`src/rtl/player_controller.sv`:
```
// One fighter's position/action state machine, advanced once per frame_tick.
// Optional macro INPUT_SYNC_EN adds a 2-flop synchronizer on the btn_* and hit_in inputs.
`timescale 1ns/1ps
module player_controller #(
    parameter int START_X         = 20,
    parameter int GROUND_Y        = 400,
    parameter int MIN_X           = 0,
    parameter int MAX_X           = 600,
    parameter int SPEED           = 4,
    parameter int JUMP_V          = 12,
    parameter int GRAVITY         = 1,
    parameter int ATTACK_FRAMES   = 10,
    parameter int COOLDOWN_FRAMES = 15,
    parameter int HIT_FRAMES      = 20
) (
    input  logic       clk,
    input  logic       rst,
    input  logic       frame_tick,
    input  logic       btn_left,
    input  logic       btn_right,
    input  logic       btn_jump,
    input  logic       btn_attack,
    input  logic       btn_block,
    input  logic       hit_in,
    output logic [9:0] p_x,
    output logic [9:0] p_y,
    output logic [1:0] p_state,
    output logic       grounded
);

    typedef enum logic [1:0] {
        IDLE   = 2'd0,
        ATTACK = 2'd1,
        BLOCK  = 2'd2,
        HIT    = 2'd3
    } state_t;

    localparam logic [10:0]        MIN_X_W  = 11'(MIN_X);
    localparam logic [10:0]        MAX_X_W  = 11'(MAX_X);
    localparam logic [10:0]        SPEED_W  = 11'(SPEED);
    localparam logic signed [11:0] GROUND_S = 12'(GROUND_Y);

    logic [5:0] raw_in;
    logic [5:0] in_sync;
    assign raw_in = {hit_in, btn_block, btn_attack, btn_jump, btn_right, btn_left};

`ifdef INPUT_SYNC_EN
    logic [5:0] sync1_reg;
    logic [5:0] sync2_reg;
    generate
        for (genvar gi = 0; gi < 6; gi++) begin : g_sync
            always_ff @(posedge clk) begin
                if (rst) begin
                    sync1_reg[gi] <= 1'b0;
                    sync2_reg[gi] <= 1'b0;
                end else begin
                    sync1_reg[gi] <= raw_in[gi];
                    sync2_reg[gi] <= sync1_reg[gi];
                end
            end
        end
    endgenerate
    assign in_sync = sync2_reg;
`else
    assign in_sync = raw_in;
`endif

    logic left, right, jump, attack, block, hit;
    assign {hit, block, attack, jump, right, left} = in_sync;

    logic [9:0]        x_reg, x_next;
    logic [9:0]        y_reg, y_next;
    logic signed [7:0] vy_reg, vy_next;
    state_t            state_reg, state_next;
    logic [7:0]        timer_reg, timer_next;
    logic [7:0]        cooldown_reg, cooldown_next;

    logic              jump_start;
    logic signed [7:0] vy_cur;
    logic signed [11:0] y_calc;
    logic [10:0]       x_wide;

    assign x_wide   = {1'b0, x_reg};
    assign grounded = (y_reg == 10'(GROUND_Y)) && (vy_reg == 8'sd0);

    always_comb begin
        x_next        = x_reg;
        y_next        = y_reg;
        vy_next       = vy_reg;
        state_next    = state_reg;
        timer_next    = timer_reg;
        cooldown_next = cooldown_reg;
        jump_start    = 1'b0;
        vy_cur        = vy_reg;
        y_calc        = '0;

        if (frame_tick) begin
            if (state_reg == IDLE) begin
                if (left && !right)
                    x_next = (x_wide < MIN_X_W + SPEED_W) ? 10'(MIN_X) : 10'(x_wide - SPEED_W);
                else if (right && !left)
                    x_next = (x_wide + SPEED_W > MAX_X_W) ? 10'(MAX_X) : 10'(x_wide + SPEED_W);
            end

            // Jump start behaves like an airborne tick with vy preloaded to JUMP_V.
            jump_start = grounded && jump && (state_reg == IDLE);
            vy_cur     = jump_start ? 8'(JUMP_V) : vy_reg;
            if (jump_start || !grounded) begin
                y_calc = $signed({2'b00, y_reg}) - {{4{vy_cur[7]}}, vy_cur};
                if (y_calc >= GROUND_S) begin
                    y_next  = 10'(GROUND_Y);
                    vy_next = 8'sd0;
                end else begin
                    y_next  = y_calc[9:0];
                    vy_next = vy_cur - 8'(GRAVITY);
                end
            end

            if (cooldown_reg != 8'd0)
                cooldown_next = cooldown_reg - 8'd1;

            case (state_reg)
                IDLE: begin
                    if (attack && cooldown_reg == 8'd0) begin
                        state_next = ATTACK;
                        timer_next = 8'(ATTACK_FRAMES);
                    end else if (block && grounded) begin
                        state_next = BLOCK;
                    end
                end
                ATTACK: begin
                    if (timer_reg == 8'd1) begin
                        state_next    = IDLE;
                        timer_next    = 8'd0;
                        cooldown_next = 8'(COOLDOWN_FRAMES);
                    end else begin
                        timer_next = timer_reg - 8'd1;
                    end
                end
                BLOCK: begin
                    if (!block)
                        state_next = IDLE;
                end
                HIT: begin
                    if (timer_reg == 8'd1) begin
                        state_next = IDLE;
                        timer_next = 8'd0;
                    end else begin
                        timer_next = timer_reg - 8'd1;
                    end
                end
                default: state_next = IDLE;
            endcase
        end

        // A connecting hit overrides any button-driven transition, on or off a tick.
        if (hit && (state_reg == IDLE || state_reg == ATTACK)) begin
            state_next = HIT;
            timer_next = 8'(HIT_FRAMES);
            if (state_reg == ATTACK)
                cooldown_next = 8'(COOLDOWN_FRAMES);
        end
    end

    always_ff @(posedge clk) begin
        if (rst) begin
            x_reg        <= 10'(START_X);
            y_reg        <= 10'(GROUND_Y);
            vy_reg       <= 8'sd0;
            state_reg    <= IDLE;
            timer_reg    <= 8'd0;
            cooldown_reg <= 8'd0;
        end else begin
            x_reg        <= x_next;
            y_reg        <= y_next;
            vy_reg       <= vy_next;
            state_reg    <= state_next;
            timer_reg    <= timer_next;
            cooldown_reg <= cooldown_next;
        end
    end

    assign p_x     = x_reg;
    assign p_y     = y_reg;
    assign p_state = state_reg;

endmodule
```
`config.mk`:
```
export PLATFORM = sky130hd
export DESIGN_NAME = player_controller
export DESIGN_NICKNAME = d
export VERILOG_FILES = /design/src/rtl/player_controller.sv
export SDC_FILE = /design/constraint.sdc
export NUM_CORES = 1
export LEC_CHECK = 0
export BUFFER_PORTS_ARGS = -buffer_cell sky130_fd_sc_hd__buf_2
export CAP_MARGIN = 20
export CORE_AREA = 4 4 80 97
export DETAILED_ROUTE_END_ITERATION = 16
export DIE_AREA = 0 0 84 101
export PLACE_DENSITY = 0.79
export SLEW_MARGIN = 20
export SYNTH_ARGS = -nofsm -noshare
export SYNTH_HDL_FRONTEND = slang
export SYNTH_SLANG_ARGS = --single-unit
```
`constraint.sdc`:
```
create_clock -name clk -period 4.9 [get_ports clk]
set_clock_uncertainty 0.2 [all_clocks]
set_input_delay 0.98 -clock clk [delete_from_list [all_inputs] [get_ports clk]]
set_output_delay 0.98 -clock clk [all_outputs]
set_load 0.02 [all_outputs]
```
==> results_dict.tcl <==
set metrics [dict create \
    fmax_ghz 0.244 \
    power_density_nw_per_um2 632 \
    setup_viol 0 \
    vias 3343 \
    power_frac_comb_pct 64.8 \
    pre_cts_slack_ns 0.567 \
    via_per_inst 6.13 \
    setup.worst_path.end_class "flip-flop" \
    drive_above_1_share_pct 13.5 \
    cts_buffers 5 \
    gp_congestion 0.940 \
    utilization_pct 55.4 \
    setup_tns_ns 0 \
    drv_cap 0 \
    avgRoutedWirePerCell_um 15.7 \
    fillers 639 \
    post_cts_buffers 0 \
    ys_types 76 \
    dp_hpwl_mm 6.26 \
    post-route-drc-count 0 \
    largest_reg_flops 10 \
    grt_max_degree 38 \
    dr.pass1.iters 4 \
    wl_mm 8.55 \
    synth_area_leaders "dfxtp_1 (25%), ha_1 (6.9%), xnor2_1 (5.3%)" \
    cts_tree "yes" \
    layout_setup_ws_ns 0.799 \
    swShare_pct 49.6 \
    period_minus_slack_ns 4.10 \
    initial_core_util_pct 51.2 \
    synthTopCellsByCount "dfxtp_1 (44), nand2_1 (37), nor2_1 (37)" \
    ys.warnings.count 0 \
    synth_top_area_share_pct 25.4 \
    grt_pass1_wl_mm 14.0 \
    die_h_um 101 \
    area_delta_synth_final_pct 8.12 \
    synth_enable_flop_cells 0 \
    seqCellArea_sq_um 881 \
    tightestPinTransition_ns 1.04 \
    startpoint_type "input port" \
    yosys_register_bits 44 \
    status "finished clean" \
    arrival_ns 4.09 \
    drtIter0Drc 220 \
    cp_data_required_time_ns 4.89 \
    clock_path_buffers 2 \
    p_switching_mw 1.17 \
    portBuffers 29 \
    clockRootBuffer "clkbuf_8" \
    diodes 0 \
    ant_nets 0 \
    core_area_sq_um 6770 \
    synthesis.instances 444 \
    maxSlewViolCount 0 \
    yosys_most_used_dff "dfxtp_1" \
    pwr-share-seq_pct 23.5 \
    place_inst 537 \
    post_cts_resize_count 0 \
    yosysSeqAreaShare_pct 25.4 \
    cts.sinks 44 \
    hold_path_class "reg2reg" \
    syn-cell-area_sq_um 3470 \
    clock_latency_ns 0.30 \
    die-area_sq_um 8480 \
    hold_viol 0 \
    avgSynthCellArea_sq_um 7.81 \
    max-vdd-ir-drop_mv 0.242 \
    grt_pass1_vias 3010 \
    period_share_pct 83.7 \
    rsz0062_at_grt "false" \
    antenna_found_initial 0 \
    synth_area_leader_cell "dfxtp_1" \
    internal-power_mw 1.19 \
    htreeDepth 2 \
    multi_input_area_sq_um 2400 \
    rrSetupSlack_ns 0.97 \
    synth_most_common_cell "dfxtp_1" \
    grt_use_total_pct 19.9 \
    rows 33 \
    ios 32 \
    slew_headroom_pct 30.6 \
    grt_overflow 0 \
    clk_pin_slew_ns 0.08 \
    power_mw 2.37 \
    stdcell_count 545 \
    die_width_um 84 \
    critPathKind "in2reg" \
    p_clk_share_pct 11.8 \
    nNetsFinal 486 \
    worstPathMaxFanout 10 \
    cts_hold_buffers 0 \
    leakagePower_nw 1.39 \
    async_flop_share_pct 0 \
]
[metrics by stage]
step / hold WS, ns / cell area (sq um)
5_1_grt: 0.321 / 3750
6_report: 0.296 / 3750
2_1_floorplan: 0.254 / 3470
3_5_place_dp: 0.280 / 3630
3_3_place_gp: 0.275 / 3630
4_1_cts: 0.291 / 3740
[cells in the final DEF (no fill, tap or decap), types with 4 or more instances in the layout]
cell	count
a211oi_1	6
a211oi_2	6
a21oi_1	24
a22oi_1	5
a31oi_1	4
and2_1	5
and3_1	7
buf_2	29
clkbuf_8	5
dfxtp_1	44
ha_1	19
inv_1	25
nand2_1	37
nand2b_1	8
nand3_1	26
nor2_1	37
nor2b_1	4
nor3_1	23
nor4_1	4
o211ai_1	4
o21a_1	6
o21ai_0	23
o311ai_1	5
xnor2_1	21
xor2_1	6
[layout make-up]
cell class,instances,area share [%]
multi-input combinational,350,64.0
sequential,44,23.5
timing repair buffer,31,4.27
tap,87,2.90
inverter,25,2.50
clock buffer,6,1.94
clock inverter,2,0.935
[metal layers]
layer	vias up	global-route usage [%]	part of all wire, %
met5	-	0	0
met4	0	6.93	1.2
met3	10	2.45	3.7
met2	79	35.2	51
met1	1602	25.1	44
li1	1652	-	-
[worst max-delay path, cell delays in order]
cell       delay (ns)
buf_2            0.08
nor3b_2          0.28
nand3_2          0.19
nor2_1           0.20
nor2_1           0.06
ha_1             0.38
nand3_1          0.18
or2_1            0.27
o211ai_1         0.09
a21o_1           0.14
o211ai_1         0.16
a2111oi_4        0.61
o211ai_1         0.23
o32a_1           0.23
[worst paths after layout]
kind                startpoint      endpoint  depth (start not counted)
setup / recovery      btn_jump        p_y[7]                         14
hold / removal    timer_reg[2]  timer_reg[2]                          2
setup reg to reg     vy_reg[4]        p_y[7]                         13
hold reg to reg   timer_reg[2]  timer_reg[2]                          2
[logic make-up after synthesis]
family | after synthesis | share of synthesized area, %
muxes | 4 | 1.23
adders and majority gates | 20 | 7.43
and+or+nand+nor | 171 | 25.6
DFF | 44 | 25.4
xor gates and xnor gates | 27 | 6.82
other | 1 | 0.108
buffers and inverters | 51 | 5.99
AOI/OAI and AO/OA | 126 | 27.5
[power groups by stage]
stage	Combinational (mW)	Sequential [mW]	Clock [mW]
6_report	1.53	0.555	0.279
5_1_grt	1.68	0.567	0.302
4_1_cts	1.52	0.550	0.286
3_5_place_dp	1.51	0.558	0
3_3_place_gp	1.47	0.553	0
2_1_floorplan	1.21	0.548	0
No activity file was read; power rests on OpenSTA's default activity.
